==> config.mk <==
export PLATFORM = sky130hd
export DESIGN_NAME = zero_alert_flasher
export DESIGN_NICKNAME = d
export VERILOG_FILES = /design/src/rtl/zero_alert_flasher_pkg.sv /design/src/rtl/zero_alert_flasher_flash_divider.sv /design/src/rtl/zero_alert_flasher.sv
export SDC_FILE = /design/constraint.sdc
export NUM_CORES = 1
export LEC_CHECK = 0
export ABC_AREA = 1
export BUFFER_PORTS_ARGS = -buffer_cell sky130_fd_sc_hd__buf_2
export CAP_MARGIN = 20
export CORE_ASPECT_RATIO = 0.75
export CORE_UTILIZATION = 34
export DETAILED_ROUTE_END_ITERATION = 7
export HOLD_SLACK_MARGIN = 0.08
export PLACE_DENSITY = 0.55
export SYNTH_ARGS = -nofsm -noshare
export SYNTH_HDL_FRONTEND = slang
export SYNTH_HIERARCHICAL = 1
export SYNTH_SLANG_ARGS = --single-unit
==> constraint.sdc <==
create_clock -name clk -period 4.4 [get_ports clk]
set_input_delay 0.66 -clock clk [delete_from_list [all_inputs] [get_ports clk]]
set_output_delay 0.66 -clock clk [all_outputs]
set_load 0.05 [all_outputs]
==> src/rtl/zero_alert_flasher_pkg.sv <==
// Shared encodings for the zero-alert flasher: display modes, FSM states and a width helper.
package zero_alert_flasher_pkg;

    typedef enum logic [1:0] {
        MODE_OFF  = 2'b00,
        MODE_SLOW = 2'b01,
        MODE_FAST = 2'b10,
        MODE_DARK = 2'b11
    } mode_e;

    typedef enum logic [1:0] {
        ST_IDLE  = 2'b00,
        ST_FLASH = 2'b01,
        ST_HOLD  = 2'b10
    } state_e;

    // Counter width for values 0..value-1, never narrower than one bit.
    function automatic int clog2_min1(input int value);
        return (value <= 1) ? 1 : $clog2(value);
    endfunction

endpackage

==> src/rtl/zero_alert_flasher_flash_divider.sv <==
// Blink half-period divider: counts 0..term while enabled and pulses tick on the terminal count.
module flash_divider #(
    parameter int unsigned HALF_PERIOD = 25_000_000
) (
    input  logic clk,
    input  logic rst_n,
    input  logic clear,
    input  logic enable,
    input  logic fast,
    output logic tick
);

    localparam int unsigned DW = $clog2(HALF_PERIOD);
    localparam logic [DW-1:0] SLOW_TERM = DW'(HALF_PERIOD - 1);
    localparam logic [DW-1:0] FAST_TERM = DW'(HALF_PERIOD / 4 - 1);

    logic [DW-1:0] div;
    logic [DW-1:0] term;

    assign term = fast ? FAST_TERM : SLOW_TERM;
    assign tick = enable && (div == term);

    always_ff @(posedge clk or negedge rst_n) begin
        if (!rst_n) begin
            div <= '0;
        end else if (clear) begin
            div <= '0;
        end else if (enable) begin
            div <= tick ? '0 : div + DW'(1);
        end
    end

endmodule

==> src/rtl/zero_alert_flasher.sv <==
// Flashes the display while the stopwatch/timer runs with all digits at zero; blink=1 means visible.
module zero_alert_flasher
    import zero_alert_flasher_pkg::*;
#(
    parameter int unsigned NUM_DIGITS    = 4,
    parameter int unsigned DIGIT_W       = 4,
    parameter int unsigned HALF_PERIOD   = 25_000_000,
    parameter int unsigned FLASH_TOGGLES = 0
) (
    input  logic                          clk,
    input  logic                          rst_n,
    input  logic                          count_up_en,
    input  logic                          count_down_en,
    input  logic [NUM_DIGITS*DIGIT_W-1:0] digits,
    input  logic [1:0]                    mode,
    input  logic                          ack,
    output logic                          blink,
    output logic                          alert_active,
    output logic                          done
);

    localparam int TW = clog2_min1(FLASH_TOGGLES + 1);

    state_e        state_q, state_d;
    mode_e         mode_q, mode_d;
    mode_e         mode_in;
    logic [TW-1:0] tcnt_q, tcnt_d;
    logic          blink_d, alert_d, done_d;
    logic          cond, tick, auto_stop;
    logic          div_clear, div_enable, div_fast;

    assign cond    = (count_up_en | count_down_en) && (digits == '0);
    assign mode_in = mode_e'(mode);

    assign div_enable = (state_q == ST_FLASH) && ((mode_q == MODE_SLOW) || (mode_q == MODE_FAST));
    assign div_fast   = (mode_q == MODE_FAST);
    // Divider restarts from zero on any exit from FLASH, so re-entry always waits a full half-period.
    assign div_clear  = (state_d != ST_FLASH);

    assign auto_stop = (FLASH_TOGGLES != 0) && tick && (tcnt_q == TW'(FLASH_TOGGLES - 1));

    flash_divider #(
        .HALF_PERIOD(HALF_PERIOD)
    ) u_divider (
        .clk    (clk),
        .rst_n  (rst_n),
        .clear  (div_clear),
        .enable (div_enable),
        .fast   (div_fast),
        .tick   (tick)
    );

    always_comb begin
        state_d = state_q;
        mode_d  = mode_q;
        tcnt_d  = tcnt_q;
        blink_d = blink;
        done_d  = 1'b0;
        unique case (state_q)
            ST_IDLE: begin
                blink_d = 1'b1;
                tcnt_d  = '0;
                if (cond && (mode_in != MODE_OFF)) begin
                    state_d = ST_FLASH;
                    mode_d  = mode_in;
                    blink_d = (mode_in != MODE_DARK);
                end
            end
            ST_FLASH: begin
                if (!cond) begin
                    state_d = ST_IDLE;
                    blink_d = 1'b1;
                    tcnt_d  = '0;
                end else begin
                    if (tick) begin
                        blink_d = ~blink;
                        if (FLASH_TOGGLES != 0) begin
                            tcnt_d = tcnt_q + TW'(1);
                        end
                    end
                    // Auto-stop outranks ack; both land in HOLD but only auto-stop raises done.
                    if (auto_stop) begin
                        state_d = ST_HOLD;
                        blink_d = 1'b1;
                        done_d  = 1'b1;
                        tcnt_d  = '0;
                    end else if (ack) begin
                        state_d = ST_HOLD;
                        blink_d = 1'b1;
                        tcnt_d  = '0;
                    end
                end
            end
            ST_HOLD: begin
                blink_d = 1'b1;
                tcnt_d  = '0;
                if (!cond) begin
                    state_d = ST_IDLE;
                end
            end
            default: begin
                state_d = ST_IDLE;
                blink_d = 1'b1;
                tcnt_d  = '0;
            end
        endcase
        alert_d = (state_d == ST_FLASH);
    end

    always_ff @(posedge clk or negedge rst_n) begin
        if (!rst_n) begin
            state_q      <= ST_IDLE;
            mode_q       <= MODE_OFF;
            tcnt_q       <= '0;
            blink        <= 1'b1;
            alert_active <= 1'b0;
            done         <= 1'b0;
        end else begin
            state_q      <= state_d;
            mode_q       <= mode_d;
            tcnt_q       <= tcnt_d;
            blink        <= blink_d;
            alert_active <= alert_d;
            done         <= done_d;
        end
    end

endmodule

==> out/results.tsv <==
stage	metric	value	unit
finish	Multi-input gate area	1250	sq um
worst_setup_path	CP most frequent cell	nand2_1	
worst_setup_path	worst r2r path cells	9	
global_routing	total gr overflow	0	
drt	Post-route DRC	0	
drt	post-route antenna net violation count	0	
synthesis	most common cell in the synthesized netlist	nand2_1	
clock_network	CTS tree	yes	
worst_setup_path	reg2reg end	u_divider/div[10]$_DFFE_PN0P_	
clock_network	post-CTS setup buffers	0	
synthesis	Yosys reg bits	31	
synthesis	Post-synth EDFFs	0	
sta	Hold Vio Cnt, Final	0	
worst_setup_path	CP Data Arrival Time	2.59	ns
worst_setup_path	Reg2Reg Launch Point	state_q[0]$_DFF_PN0_	
clock_network	clk root buf	clkbuf_8	
synthesis	synth unique cells	28	
finish	Storage cell area	777	sq um
synthesis	Synth top area share	33.5	%
synthesis	synth warn	6	
worst_setup_path	crit path cell chain	buf_2 -> nor2_1 -> nand2_1 -> nor2_2 -> nand3_2 -> nor2_2 -> nand2_1 -> nand2_1 -> nand2_2 -> nor2_1 -> nand2_4 -> o21ai_0	
clock_network	CTS Sinks	31	
sta	final setup vio count	0	
synthesis	Synth Area in Adders	1.12	%
die	std cell rows	25	
placement	hpwl dp	4360	um
sta	Fmax achieved	417	MHz
drt	drt total wl	5560	um
sta	Worst slew margin	51.8	%
die	core box area	6320	sq um
worst_setup_path	Worst R2R Setup Slack	2.25	ns
worst_hold_path	min-delay worst type	in2async	
sta	RSZ-0062 raised after global routing	false	
clock_network	clock latency on the worst-skew pair	0.29	ns
worst_setup_path	CP Data Required Time	4.60	ns
synthesis	Post-synth top cells	nand2_1 (117), inv_1 (47), nor2_1 (47)	
finish	Area Overhead vs Synth	12.6	%
die	Die ar.	6920	sq um
drt	vias	2093	
die	initial core utilization	35.4	%
worst_setup_path	Worst setup startpoint	digits[11]	
power	power per cell area	212	nW/um^2
sta	setup tns final	0	ns
worst_setup_path	Critical Path Slowest Stage Cell	nor2_1	
synthesis	Synthesized Nets	357	
synthesis	Synth Area in Simple Gates	41.3	%
sta	Final Cycle Share	54.5	%
finish	Design Area, Final	2520	sq um
finish	Final #Nets	385	
placement	DP Area	2430	sq um
sta	Worst-Margin Slew	0.724	ns
synthesis	Mapped Area	2240	sq um
synthesis	cells after synthesis	332	
synthesis	Mean Syn Cell Area	6.75	sq um
clock_network	# H-tree levels	2	
sta	crit path time final	2.40	ns
power	Peak VDD IR	78.5	uV
sta	Final Max Slew Viols	0	
synthesis	Yosys top cell by area	dfrtp_1	
placement	gp weighted congestion	0.854	
synthesis	largest family of logic cells by synthesized area	simple AND/OR/NAND/NOR gates	
synthesis	largest cells by area after synthesis	dfrtp_1 (34%), nand2_1 (20%), inv_1 (7.9%)	
clock_network	Reg clk slew, reported paths	0.06	ns
sta	hold slack	0.429	ns
die	io pins	26	
finish	share of cells above drive strength 1	18.3	%
worst_setup_path	cell family with most CP delay	simple AND/OR/NAND/NOR gates	
finish	Fillers	657	
clock_network	Num CTS Buffers	5	
job	Max-cap violations	0	
global_routing	GRT Total Usage	18.8	%
global_routing	first-pass GRT wire length	9870	um
drt	vias per inst	4.75	
worst_setup_path	CP Capture Type	flip-flop	
worst_setup_path	Crit Path Class	in2reg	
worst_setup_path	max incr delay on CP	0.54	ns
worst_setup_path	crit path buf inv count	1	
global_routing	pin count of the biggest net entering global routing	32	
clock_network	worst-case clock buffer depth	2	
drt	met2 wire len	2180	um
synthesis	post-synthesis sequential area ratio	34.7	%
drt	DRT Pass-1 Iters	4	
synthesis	Main synth FF type	dfrtp_1	
die	chip height	72.3	um
drt	wire per inst	12.6	um
synthesis	Synth Area in Compound Gates	9.16	%
power	leakage	1.12	nW
power	Power, Total	0.535	mW
drt	Met3 Wirelength	319	um
drt	DRT met1 WL	2990	um
synthesis	Post-Synth XOR/XNOR Area	3.91	%
worst_setup_path	crit start category	primary input	
placement	I/O Buffers	24	
finish	fin util	39.9	%
synthesis	mux cell area share after synthesis	0	%
die	width of the die	95.7	um
drt	iteration-0 DRC count of the detailed router	126	
finish	# diodes	0	
global_routing	vias in the first global route	2024	
worst_setup_path	CP max FO	17	
clock_network	post-cts resize count	0	
drt	Top Metal Used	met4	
global_routing	initial antenna violation count	0	
synthesis	share of synthesized flip-flops with an asynchronous set or reset	100	%
sta	Final Skew	0.00425	ns
clock_network	CTS Hold Buffers Added	0	
status	outcome	complete, no violations	
where the power goes:
part	leakage (nW)	switching, mW	total [mW]	internal, mW
logic	0.650	0.0123	0.0206	0.00828
clock network	0.0470	0.107	0.230	0.123
registers	0.425	0.00000465	0.285	0.285
layout make-up:
cell class / count / area share, %
timing repair buffer: 25 / 5.06
sequential: 31 / 30.8
tap: 81 / 4.02
clock inverter: 1 / 0.199
multi-input combinational: 249 / 49.5
clock buffer: 6 / 3.28
inverter: 48 / 7.15
registers in the layout, summed over array words and instances (netlist names):
| name | count |
|---|---|
| blink | 1 |
| mode_q | 2 |
| u_divider/div | 25 |
| alert_active | 1 |
| state_q | 2 |
layer usage:
metal	GRT usage, %	vias to the layer above
met5	0	-
met4	5.64	0
met3	4.09	8
met2	25.3	43
met1	29.6	957
li1	-	1085
worst reg2reg max path, cell delays in order (launching register included):
cell and delay [ns]:
dfrtp_1 0.42, nor2_1 0.11, o21ai_1 0.10, nor2_4 0.16, inv_2 0.05, nand2_1 0.07
nand2_2 0.08, nor2_1 0.54, nand2_4 0.29, o21ai_0 0.25
worst max path at each step:
stage / endpoint / slack [ns] / depth (start not counted)
CTS: u_divider/div[10]$_DFFE_PN0P_ / 2.03 / 12
global route: u_divider/div[10]$_DFFE_PN0P_ / 1.73 / 12
floorplan: u_divider/div[12]$_DFFE_PN0P_ / 2.23 / 12
global placement: u_divider/div[10]$_DFFE_PN0P_ / 1.83 / 12
finish: u_divider/div[10]$_DFFE_PN0P_ / 2.00 / 12
detailed placement: u_divider/div[10]$_DFFE_PN0P_ / 1.76 / 12
metrics by stage:
stage | setup WS [ns] | instances
5_1_grt | 1.73 | 441
2_1_floorplan | 2.23 | 332
4_1_cts | 2.03 | 441
6_report | 2.00 | 441
3_5_place_dp | 1.76 | 434
3_3_place_gp | 1.83 | 434
placed cells by master (no fill, tap or decap), drive strengths merged, types with 6 or more instances in the layout:
cell,instances
nand2,123
nor2,59
inv,48
dfrtp,30
buf,25
nand4,17
o21ai,15
o22ai,10
xor2,8
nand3,8
clkbuf,6
kinds of logic (layout without fill, tap and decap cells):
family	after synthesis	in the layout
other	1	1
buffers and inverters	52	80
XOR/XNOR	10	10
AO/OA/AOI/OAI	26	26
adder cells (fa/ha/maj)	2	2
AND/OR/NAND/NOR	210	210
flip-flops	31	31
(Power assumes the default switching activity.)
